==> src/rtl/fft_frame_feeder.sv <==
// fft_frame_feeder
//   Frame sequencer in front of the FFT core data input. A frame request pulses the
//   FFT config stage and waits for its handshake. It then forwards exactly FRAME_LEN
//   upstream samples to the FFT data stream, with tlast on the final beat, so the
//   config beat always reaches the core before the data beats.
//
// Parameters
//   DATA_W     sample width (packed re/im)
//   FRAME_LEN  samples per frame, >= 2
//
// Ports
//   aclk, aresetn                   clock, asynchronous active-low reset
//   frame_start, fwd_inv_in         frame request and direction (1=fwd), sampled in IDLE
//   cfg_start, cfg_fwd_inv          config pulse and latched direction
//   cfg_done                        config beat accepted by the FFT core
//   s_axis_t{data,valid,ready,last} upstream sample stream
//   m_axis_t{data,valid,ready,last} FFT data stream, registered outputs
//   busy                            high in every state except IDLE
//   frame_done                      pulse when the tlast beat is accepted downstream
//
// Build option
//   FFT_ZERO_PAD_EN  An upstream tlast that arrives before beat FRAME_LEN-1 ends the
//                    input early. The rest of the frame is then filled with zero samples.
//                    When FFT_ZERO_PAD_EN is undefined, s_axis_tlast is ignored.
//
// state  | meaning
// -------+----------------------------------------------------------------
// IDLE   | waiting for frame_start
// CFG    | cfg_start issued, waiting for cfg_done
// STREAM | accepting upstream samples into the skid buffer
// PAD    | injecting zero samples after an early upstream tlast (option only)
// DRAIN  | input closed, waiting for the tlast beat to leave downstream

module fft_frame_feeder #(
    parameter int DATA_W    = 32,
    parameter int FRAME_LEN = 1024
) (
    input  logic              aclk,
    input  logic              aresetn,
    input  logic              frame_start,
    input  logic              fwd_inv_in,
    output logic              cfg_start,
    output logic              cfg_fwd_inv,
    input  logic              cfg_done,
    input  logic [DATA_W-1:0] s_axis_tdata,
    input  logic              s_axis_tvalid,
    output logic              s_axis_tready,
    input  logic              s_axis_tlast,
    output logic [DATA_W-1:0] m_axis_tdata,
    output logic              m_axis_tvalid,
    input  logic              m_axis_tready,
    output logic              m_axis_tlast,
    output logic              busy,
    output logic              frame_done
);

    localparam int CNT_W = $clog2(FRAME_LEN);
    localparam logic [CNT_W-1:0] LAST_IDX = CNT_W'(FRAME_LEN - 1);

    typedef enum logic [2:0] {
        S_IDLE   = 3'd0,
        S_CFG    = 3'd1,
        S_STREAM = 3'd2,
`ifdef FFT_ZERO_PAD_EN
        S_PAD    = 3'd3,
`endif
        S_DRAIN  = 3'd4
    } state_t;

    state_t             state_q, state_d;
    logic               fwd_inv_q, fwd_inv_d;
    logic               cfg_start_q, cfg_start_d;
    logic [CNT_W-1:0]   count_q, count_d;

    // Two-entry skid buffer. Entry 0 is the head and drives m_axis directly.
    logic [DATA_W-1:0]  e0_data_q, e0_data_d, e1_data_q, e1_data_d;
    logic               e0_last_q, e0_last_d, e1_last_q, e1_last_d;
    logic [1:0]         fill_q, fill_d;

    logic               full;
    logic               pop;
    logic               push;
    logic [DATA_W-1:0]  push_data;
    logic               push_last;
    logic               s_ready;

`ifndef FFT_ZERO_PAD_EN
    logic unused_s_tlast;
    assign unused_s_tlast = s_axis_tlast;
`endif

    assign full    = (fill_q == 2'd2);
    assign pop     = m_axis_tvalid & m_axis_tready;
    assign s_ready = (state_q == S_STREAM) & ~full;

    assign s_axis_tready = s_ready;
    assign m_axis_tvalid = (fill_q != 2'd0);
    assign m_axis_tdata  = e0_data_q;
    assign m_axis_tlast  = e0_last_q;
    assign cfg_start     = cfg_start_q;
    assign cfg_fwd_inv   = fwd_inv_q;
    assign busy          = (state_q != S_IDLE);

    // Sequencer: next state, sample counter and skid write request.
    always_comb begin
        state_d     = state_q;
        fwd_inv_d   = fwd_inv_q;
        cfg_start_d = 1'b0;
        count_d     = count_q;
        push        = 1'b0;
        push_data   = s_axis_tdata;
        push_last   = 1'b0;
        frame_done  = 1'b0;

        unique case (state_q)
            S_IDLE: begin
                if (frame_start) begin
                    state_d     = S_CFG;
                    fwd_inv_d   = fwd_inv_in;
                    cfg_start_d = 1'b1;
                    count_d     = '0;
                end
            end
            S_CFG: begin
                if (cfg_done) state_d = S_STREAM;
            end
            S_STREAM: begin
                if (s_axis_tvalid && s_ready) begin
                    push      = 1'b1;
                    push_last = (count_q == LAST_IDX);
                    if (count_q == LAST_IDX) begin
                        count_d = '0;
                        state_d = S_DRAIN;
                    end else begin
                        count_d = count_q + 1'b1;
`ifdef FFT_ZERO_PAD_EN
                        if (s_axis_tlast) state_d = S_PAD;
`endif
                    end
                end
            end
`ifdef FFT_ZERO_PAD_EN
            S_PAD: begin
                push_data = '0;
                if (!full) begin
                    push      = 1'b1;
                    push_last = (count_q == LAST_IDX);
                    if (count_q == LAST_IDX) begin
                        count_d = '0;
                        state_d = S_DRAIN;
                    end else begin
                        count_d = count_q + 1'b1;
                    end
                end
            end
`endif
            S_DRAIN: begin
                if (pop && m_axis_tlast) begin
                    frame_done = 1'b1;
                    state_d    = S_IDLE;
                end
            end
            default: state_d = S_IDLE;
        endcase
    end

    // Skid buffer update. A push never arrives while full, so the full case only drains.
    always_comb begin
        e0_data_d = e0_data_q;
        e0_last_d = e0_last_q;
        e1_data_d = e1_data_q;
        e1_last_d = e1_last_q;
        fill_d    = fill_q;

        unique case (fill_q)
            2'd0: begin
                if (push) begin
                    e0_data_d = push_data;
                    e0_last_d = push_last;
                    fill_d    = 2'd1;
                end
            end
            2'd1: begin
                if (push && pop) begin
                    e0_data_d = push_data;
                    e0_last_d = push_last;
                end else if (push) begin
                    e1_data_d = push_data;
                    e1_last_d = push_last;
                    fill_d    = 2'd2;
                end else if (pop) begin
                    fill_d    = 2'd0;
                end
            end
            default: begin
                if (pop) begin
                    e0_data_d = e1_data_q;
                    e0_last_d = e1_last_q;
                    fill_d    = 2'd1;
                end
            end
        endcase
    end

    always_ff @(posedge aclk or negedge aresetn) begin
        if (!aresetn) begin
            state_q     <= S_IDLE;
            fwd_inv_q   <= 1'b0;
            cfg_start_q <= 1'b0;
            count_q     <= '0;
            e0_data_q   <= '0;
            e0_last_q   <= 1'b0;
            e1_data_q   <= '0;
            e1_last_q   <= 1'b0;
            fill_q      <= 2'd0;
        end else begin
            state_q     <= state_d;
            fwd_inv_q   <= fwd_inv_d;
            cfg_start_q <= cfg_start_d;
            count_q     <= count_d;
            e0_data_q   <= e0_data_d;
            e0_last_q   <= e0_last_d;
            e1_data_q   <= e1_data_d;
            e1_last_q   <= e1_last_d;
            fill_q      <= fill_d;
        end
    end

endmodule

==> config.mk <==
export PLATFORM = sky130hd
export DESIGN_NAME = fft_frame_feeder
export DESIGN_NICKNAME = d
export VERILOG_FILES = /design/src/rtl/fft_frame_feeder.sv
export SDC_FILE = /design/constraint.sdc
export NUM_CORES = 1
export LEC_CHECK = 0
export ABC_AREA = 1
export BUFFER_PORTS_ARGS = -buffer_cell sky130_fd_sc_hd__buf_2
export CAP_MARGIN = 20
export CORE_MARGIN = 2
export CORE_UTILIZATION = 58
export CTS_CLUSTER_SIZE = 24
export DETAILED_ROUTE_END_ITERATION = 6
export PLACE_DENSITY = 0.95
export SLEW_MARGIN = 20
export SYNTH_ARGS = -nofsm -noshare
export SYNTH_HDL_FRONTEND = slang
export SYNTH_SLANG_ARGS = --single-unit
==> constraint.sdc <==
create_clock -name aclk -period 2.9 [get_ports aclk]
set_input_delay 0 -clock aclk [delete_from_list [all_inputs] [get_ports aclk]]
set_output_delay 0 -clock aclk [all_outputs]
set_load 0.01 [all_outputs]
==> results of run 1 <==
registers in the layout (all words and copies together), names as in the netlist:
register / count
m_axis_tdata: 32
e1_data_q: 32
count_q: 10
m_axis_tlast: 1
e1_last_q: 1
fill_q: 2
state_q: 3
cfg_fwd_inv: 1
cfg_start: 1
cells by family (layout without fill, tap and decap cells):
family / after synthesis / in the layout / share of synthesized area
and+or+nand+nor: 267 / 267 / 0.275
adders and majority gates: 1 / 1 / 0.00319
xor gates and xnor gates: 1 / 1 / 0.00224
AOI/OAI and AO/OA: 72 / 72 / 0.104
DFF: 83 / 83 / 0.530
buffers and inverters: 74 / 189 / 0.0856
how the worst max path moves through the flow:
stage,startpoint,to,cells past startpoint
6_report,state_q[2],e1_data_q[1],7
5_1_grt,state_q[2],e1_data_q[6],7
4_1_cts,state_q[2],e1_data_q[10],7
3_5_place_dp,state_q[2],e1_data_q[24],7
3_3_place_gp,state_q[2],e1_data_q[10],7
2_1_floorplan,state_q[2],e1_data_q[0],8
through the flow:
stage	util	setup slack (ns)	hold WS, ns	total power [mW]	instance area, um2
floorplan	-	1.53	-0.296	2.62	3920
CTS	0.755	0.941	0.382	3.90	4880
global placement	0.666	0.999	0.200	3.01	4300
global route	0.756	0.751	0.325	4.20	4880
detailed placement	0.666	0.953	0.196	3.10	4300
finish	0.756	0.856	0.208	3.93	4880
report_power, final:
part	switching (mW)	total (mW)	internal, mW
clock network	0.437	0.752	0.315
logic	0.779	1.30	0.520
registers	0.273	1.88	1.61
worst max-delay path, stage by stage, from the launching register on:
cell	delay, ns
dfrtp_1	0.43
nor2_4	0.21
nand4_4	0.15
inv_2	0.11
nand3_2	0.45
buf_12	0.39
nand2_1	0.12
o21ai_2	0.07
synth_stat cells:
| master | instances | share of area |
|---|---|---|
| nor3_1 | 2 | 0.0026 |
| xor2_1 | 1 | 0.0022 |
| dfrtp_1 | 83 | 0.53 |
| buf_4 | 3 | 0.0057 |
| buf_6 | 5 | 0.014 |
| nand2_1 | 222 | 0.21 |
| nor4_1 | 1 | 0.0016 |
| nand2_2 | 1 | 0.0016 |
| nand4_1 | 3 | 0.0048 |
| nand3b_1 | 1 | 0.0019 |
| nor2_4 | 1 | 0.0029 |
| buf_1 | 2 | 0.0019 |
| nand3_1 | 12 | 0.015 |
| buf_2 | 7 | 0.0089 |
| nand4_4 | 1 | 0.0054 |
| ha_1 | 1 | 0.0032 |
| o21ai_1 | 17 | 0.022 |
| o21ai_0 | 39 | 0.050 |
| o21ai_2 | 13 | 0.029 |
| nor2_1 | 20 | 0.019 |
| inv_1 | 50 | 0.048 |
| clkbuf_1 | 4 | 0.0038 |
| nand3_2 | 2 | 0.0051 |
| a21oi_1 | 3 | 0.0038 |
| inv_2 | 3 | 0.0029 |
| or2_2 | 1 | 0.0016 |
metal layers:
layer | global-route usage | vias to the layer above | wire (um)
met4 | 0.145 | 0 | 371
met3 | 0.0562 | 44 | 610
met1 | 0.333 | 1712 | 3750
met5 | 0 | - | 0
met2 | 0.435 | 191 | 4660
li1 | - | 1758 | -
area by class of cell:
cell class	count	area, um2	area share
Inverter	53	199	0.0407
Sequential cell	83	2080	0.426
Timing Repair Buffer	120	827	0.169
Multi-Input combinational cell	341	1510	0.309
Tap cell	77	96.3	0.0197
Clock buffer	9	124	0.0254
Clock inverter	7	51.3	0.0105
==> impl_metrics.csv, run 1 <==
group,metric,value,unit
outcome,status,"finished, final reports clean",
timing,skew,0.0141,ns
cells_and_area,fill_cells,424,
timing,fin_crit,2.04,ns
cts,cts_sinks,83,
placement,port_buffers,77,
cts,clock_latency,0.36,ns
logic_synthesis,ys_ff_latch,83,
worst_setup_path,reg2reg_depth,7,
job,cap_viol_max_count,0,
placement,post-dp-hpwl,5.50,mm
cells_and_area,final_common_cell,"nand2_1",
cts,tritoncts,"done",
cells_and_area,drive_above_1_share,0.194,
timing,slew_headroom,0.499,
cts,ctsResizeCount,0,
worst_setup_path,reg2reg_slack,0.86,ns
cts,clk_path_buf_depth,2,
routing,wl,9.39,mm
grt,grt_pass1_wl,15.4,mm
die,rows,29,
die,fp.dieArea,7430,um2
timing,drv_slew,0,
timing,tightest_slew,0.752,ns
die,initial_core_util,0.607,
timing,hold_viol,0,
routing,viasPerCell,5.37,
cts,post_cts_buffers,0,
logic_synthesis,ys.warnings.count,0,
timing,setup_viol,0,
logic_synthesis,syn_inst,498,
grt,grt_pass1_vias,3492,
placement,finalWeightedCongestion,0.918,
cells_and_area,fin_cells,690,
cells_and_area,diodes,0,
cts,cts_root_buf,"clkbuf_8",
power_and_ir_drop,ir_drop,0.000450,V
cells_and_area,mostFrequentLayoutCells,"nand2_1 (222), dfrtp_1 (82), buf_2 (76), inv_1 (50), dlygate4sd3_1 (40)",
cells_and_area,syn_to_final_growth,24.6,%
die,core,6460,um2
logic_synthesis,synth_nets,539,
cts,htree_levels,3,
worst_setup_path,arrival,2.30,ns
power_and_ir_drop,power.density,805,nW/um2
routing,drt-wirelength-per-cell,13.6,um
placement,placed_cells,634,
logic_synthesis,synth_area,3920,um2
routing,drc,0,
routing,antenna_left,0,
worst_setup_path,r2r_end,"e1_data_q[1]",
routing,first_pass_iters,5,
die,chipHeight,86.2,um
routing,vias,3705,
worst_setup_path,cp.required,3.15,ns
cts,cts.clk_slew.worst_paths,0.09,ns
worst_setup_path,start_kind,"flip-flop",
timing,fmax,489,MHz
timing,tns,0,ns
timing,min_period_over_period,0.705,
grt,grt_max_degree,84,
logic_synthesis,ys_seq_area_frac,0.530,
worst_setup_path,path_max_fanout,38,
die,ios,79,
grt,antenna_found_initial,0,
cts,hold_buffers,40,
power_and_ir_drop,p_leak,2.64,nW
cells_and_area,final_nets,649,
logic_synthesis,synth_cell_type_count,26,
worst_setup_path,critPathKind,"flip-flop to flip-flop",
worst_setup_path,cp-end-kind,"flip-flop",
worst_setup_path,r2r-start,"state_q[2]",
cts,cts_buffers,9,
routing,detail_route.iter0.violations,285,
timing,rsz0062_at_grt,"no",
die,die_w,86.2,um
worst_hold_path,min_path_type,"input port to async pin",
logic_synthesis,synth.avg_cell_area,7.87,um2
grt,gr-total-overflow,0,
grt,grt_usage,0.266,
(Power assumes the default switching activity.)
==> run 2: changes to the inputs <==
CORE_UTILIZATION = 55   (was 58)
PLACE_DENSITY = 0.91   (was 0.95)
clock period = 1.9 ns   (was 2.9 ns; I/O delays follow)
==> run 2 against run 1 <==
  * Clock-buffer cell count unchanged
  * Sequential cell count unchanged
  * Largest power group unchanged
  * Critical path type unchanged
  * Worst setup slack worse by 0.63 ns
  * Register-to-register slack worse by 0.63 ns
  * Non-clock buffer count up 2
==> impl_metrics.csv, run 2 (same netlist as run 1, synthesis figures left out) <==
group,metric,value,unit
timing,holdWs,0.0737,ns
cts,clock_latency,0.35,ns
cells_and_area,final_nets,651,
cts,htree_levels,3,
worst_setup_path,cpLargestDelayFamily,"simple AND/OR/NAND/NOR gates",
die,initial_core_util,0.574,
timing,fin_crit,1.67,ns
cts,cts_root_buf,"clkbuf_8",
die,die_w,88.4,um
cts,cts_sinks,83,
worst_setup_path,cp.required,2.19,ns
power_and_ir_drop,power.total,6.30,mW
placement,place_ws,0.297,ns
placement,post-dp-hpwl,5.49,mm
worst_setup_path,reg2reg_slack,0.23,ns
routing,viasPerCell,4.98,
die,fp.dieArea,7820,um2
grt,gr-total-overflow,0,
die,core,6830,um2
grt,grt_pass1_wl,15.2,mm
worst_setup_path,cp-end-kind,"flip-flop",
timing,min_period_over_period,0.879,
timing,setup_ws,0.230,ns
worst_setup_path,max_stage_delay,0.45,ns
worst_hold_path,timing.hold.worst_endpoint,"fill_q[0]",
routing,wl,9.15,mm
worst_hold_path,hold_start,"s_axis_tvalid",
cts,cts.clk_slew.worst_paths,0.09,ns
timing,fmax,599,MHz
timing,tightest_slew,0.694,ns
cts,tritoncts,"done",
cells_and_area,drive_above_1_share,0.198,
cells_and_area,utilization,0.731,
routing,vias,3540,
power_and_ir_drop,ir_drop,0.000680,V
timing,skew,0.00903,ns
timing,hold_viol,0,
placement,finalWeightedCongestion,0.828,
timing,setup_viol,0,
routing,drc,0,
worst_hold_path,min_path_type,"input port to flip-flop",
worst_setup_path,r2r_end,"state_q[2]",
power_and_ir_drop,p_leak,2.68,nW
worst_setup_path,cpMostUsedCell,"nand2_1",
timing,drv_slew,0,
placement,port_buffers,77,
cts,post_cts_buffers,0,
cells_and_area,fin_cells,711,
outcome,status,"finished, final reports clean",
cells_and_area,stdcell_area,5000,um2
die,chipHeight,88.4,um
routing,first_pass_iters,5,
worst_setup_path,cp_cell_sequence,"ha_1 -> nand2_1 -> nor2_1 -> nand2_1 -> nor2_1 -> nand2_1 -> nand2_1 -> nand2_1 -> nand2_1",
cells_and_area,syn_to_final_growth,27.5,%
timing,tns,0,ns
placement,place_area,4370,um2
routing,antenna_left,0,
timing,slew_headroom,0.537,
routing,detail_route.iter0.violations,275,
cts,cts_buffers,9,
timing,rsz0062_at_grt,"no",
die,rows,30,
job,cap_viol_max_count,0,
worst_setup_path,path_buf_inv,0,
die,ios,79,
worst_setup_path,critPathKind,"flip-flop to flip-flop",
worst_setup_path,cp_slowest_cell,"dfrtp_1",
worst_hold_path,hold_depth,4,
power_and_ir_drop,power.density,1260,nW/um2
cells_and_area,diodes,0,
cts,clk_path_buf_depth,2,
routing,drt-wirelength-per-cell,12.9,um
placement,placed_cells,656,
worst_setup_path,start_kind,"flip-flop",
grt,grt_usage,0.250,
worst_setup_path,path_max_fanout,6,
worst_setup_path,arrival,1.96,ns
cells_and_area,mostFrequentLayoutCells,"nand2_1 (222), dfrtp_1 (82), buf_2 (76), inv_1 (50)",
grt,antenna_found_initial,0,
grt,grt_max_degree,67,
cells_and_area,final_common_cell,"nand2_1",
worst_setup_path,r2r-start,"count_q[0]",
grt,grt_pass1_vias,3370,
worst_setup_path,reg2reg_depth,9,
==> run 2: metal layers <==
| layer | vias up | share of wire | track usage | wire length (um) |
|---|---|---|---|---|
| met5 | - | 0 | 0 | 0 |
| met4 | 0 | 0.021 | 0.102 | 195 |
| met3 | 23 | 0.047 | 0.0410 | 428 |
| met2 | 123 | 0.51 | 0.437 | 4640 |
| met1 | 1629 | 0.42 | 0.311 | 3890 |
| li1 | 1765 | - | - | - |
==> run 2: layout make-up <==
| cell class | count | area, um2 |
|---|---|---|
| fillers | 478 | 1840 |
| flip-flops and latches | 83 | 2080 |
| multi-input cells | 341 | 1510 |
| inverters | 53 | 199 |
| clock buffers | 9 | 124 |
| well taps | 96 | 120 |
| clock inverters | 7 | 108 |
| repair buffers | 122 | 861 |
==> run 2: worst max path at each step <==
stage	start	end	slack (ns)	cells after the start
final	count_q[0]	state_q[2]	0.23	9
after CTS	count_q[0]	state_q[1]	0.26	9
after detailed placement	count_q[0]	state_q[1]	0.30	9
after global routing	count_q[0]	state_q[1]	0.12	9
after floorplan	state_q[2]	e1_data_q[0]	0.53	8
after global placement	count_q[0]	state_q[2]	0.38	9
==> run 2: report_power, final <==
group          switching [mW]  internal [mW]  total, mW
combinational            1.17          0.821       1.99
clock                   0.691          0.765       1.46
sequential              0.402           2.45       2.86
==> run 2: timing repair <==
item                                   in CTS  in global routing
hold buffers                               39                  0
resized for setup                           0                  0
endpoints found under the hold margin      95                  0
==> run 2: worst register-to-register path, delay by kind of cell (launching register included) <==
| kind | cells | cell delay (ns) |
|---|---|---|
| adder cells (fa/ha/maj) | 1 | 0.23 |
| flip-flops | 1 | 0.45 |
| AND/OR/NAND/NOR | 8 | 0.93 |
==> run 3: changes to the inputs <==
CORE_UTILIZATION = 50   (was 55)
PLACE_DENSITY = 0.85   (was 0.91)
==> run 3 against run 2 <==
  * Final area down 0.25%
  * Fmax up 1.7%
  * Routed wire length down 5.9%
  * Global-route usage down 2.9 points
==> impl_metrics.csv, run 3 (same netlist as run 1, synthesis figures left out) <==
group,metric,value,unit
cts,cts_buffers,9,
worst_setup_path,cpLargestDelayFamily,"simple AND/OR/NAND/NOR gates",
power_and_ir_drop,ir_drop,0.000575,V
placement,finalWeightedCongestion,0.827,
die,ios,79,
worst_setup_path,cp_cell_sequence,"ha_1 -> nand2_1 -> nor2_1 -> nand2_1 -> nor2_1 -> nand2_1 -> nand2_1 -> nand2_1 -> nand2_1",
outcome,status,"finished, final reports clean",
power_and_ir_drop,power.density,1230,nW/um2
timing,skew,0.00961,ns
job,cap_viol_max_count,0,
die,fp.dieArea,8560,um2
grt,grt_pass1_wl,15.1,mm
die,rows,32,
routing,detail_route.iter0.violations,164,
grt,grt_max_degree,70,
cts,tritoncts,"done",
worst_setup_path,arrival,1.93,ns
worst_setup_path,start_kind,"flip-flop",
timing,setup_viol,0,
die,die_w,92.5,um
cts,cts_sinks,83,
cells_and_area,final_nets,653,
placement,port_buffers,77,
grt,antenna_found_initial,0,
timing,tightest_slew,0.461,ns
timing,fmax,609,MHz
timing,rsz0062_at_grt,"no",
timing,hold_viol,0,
cells_and_area,fill_cells,622,
worst_setup_path,cpMostUsedCell,"nand2_1",
worst_hold_path,min_path_type,"input port to flip-flop",
routing,drc,0,
timing,fin_crit,1.64,ns
cts,post_cts_buffers,0,
die,chipHeight,92.5,um
die,core,7650,um2
cts,cts_root_buf,"clkbuf_8",
grt,grt_usage,0.222,
grt,gr-total-overflow,0,
routing,viasPerCell,4.87,
routing,vias,3500,
timing,min_period_over_period,0.865,
die,initial_core_util,0.512,
power_and_ir_drop,p_leak,2.67,nW
routing,wl,8.61,mm
placement,post-dp-hpwl,5.41,mm
timing,tns,0,ns
worst_setup_path,cp.required,2.19,ns
worst_setup_path,critPathKind,"flip-flop to flip-flop",
routing,first_pass_iters,6,
worst_setup_path,max_stage_delay,0.44,ns
cts,clk_path_buf_depth,2,
worst_setup_path,path_max_fanout,6,
cells_and_area,final_common_cell,"nand2_1",
cts,cts.clk_slew.worst_paths,0.09,ns
cells_and_area,mostFrequentLayoutCells,"nand2_1 (222), dfrtp_1 (82), buf_2 (76), inv_1 (50)",
timing,holdWs,0.0195,ns
worst_setup_path,path_buf_inv,0,
timing,drv_slew,0,
grt,grt_pass1_vias,3484,
cells_and_area,diodes,0,
routing,drt-wirelength-per-cell,12.0,um
routing,antenna_left,0,
timing,slew_headroom,0.693,
worst_setup_path,cp_slowest_cell,"dfrtp_1",
cells_and_area,utilization,0.652,
cts,htree_levels,3,
cts,clock_latency,0.36,ns
cells_and_area,syn_to_final_growth,27.2,%
cells_and_area,drive_above_1_share,0.201,
worst_setup_path,cp-end-kind,"flip-flop",
-- run 3: layout make-up --
| cell class | instances | area [um2] | area share |
|---|---|---|---|
| inverter | 53 | 199 | 0.0399 |
| tap | 102 | 128 | 0.0256 |
| sequential | 83 | 2080 | 0.417 |
| timing repair buffer | 124 | 863 | 0.173 |
| multi-input combinational | 341 | 1510 | 0.302 |
| clock inverter | 6 | 71.3 | 0.0143 |
| clock buffer | 10 | 138 | 0.0276 |
-- run 3: where the power goes --
part	internal (mW)	leakage, nW	switching (mW)
combinational	0.820	1.48	1.14
clock	0.654	0.0995	0.662
sequential	2.45	1.09	0.397
total	3.93	2.67	2.20
-- run 3: worst paths after layout --
check | cells past startpoint | to | start | slack [ns]
worst max-delay path | 9 | state_q[2] | count_q[0] | 0.26
worst min-delay path | 4 | fill_q[0] | s_axis_tvalid | 0.02
worst max register to register | 9 | state_q[2] | count_q[0] | 0.26
worst min register to register | 2 | m_axis_tdata[18] | m_axis_tdata[18] | 0.48
max in group asynchronous | 3 | fill_q[1] | aresetn | 1.22
min in group asynchronous | 2 | m_axis_tdata[1] | aresetn | 0.04
-- run 3: worst register-to-register path: cells and delay by family, from the launching register on --
kind | cells | cell delay, ns
and+or+nand+nor | 8 | 0.94
DFF | 1 | 0.44
adders and majority gates | 1 | 0.21
-- run 3: repair_timing --
| action | in CTS | in global routing |
|---|---|---|
| hold endpoints to repair | 133 | 0 |
| gates resized for setup | 0 | 0 |
| hold buffers | 39 | 0 |
-- run 3: per-layer routing --
metal  global-route usage  routed length, um  vias up  part of all wire
li1                     -                  -     1770                 -
met1                0.256               3710     1613              0.43
met2                0.401               4320       97              0.50
met3               0.0456                393       20             0.046
met4               0.0871                187        0             0.022
met5                    0                  0        -                 0
-- run 3: through the flow --
stage,total power [mW],cell area [um2],setup slack (ns),cells
final,6.12,4980,0.257,719
after floorplan,4.01,3920,0.535,498
after global placement,4.64,4380,0.353,664
after detailed placement,4.75,4380,0.305,664
after global routing,6.62,4980,0.0155,719
after CTS,6.16,4980,0.268,719
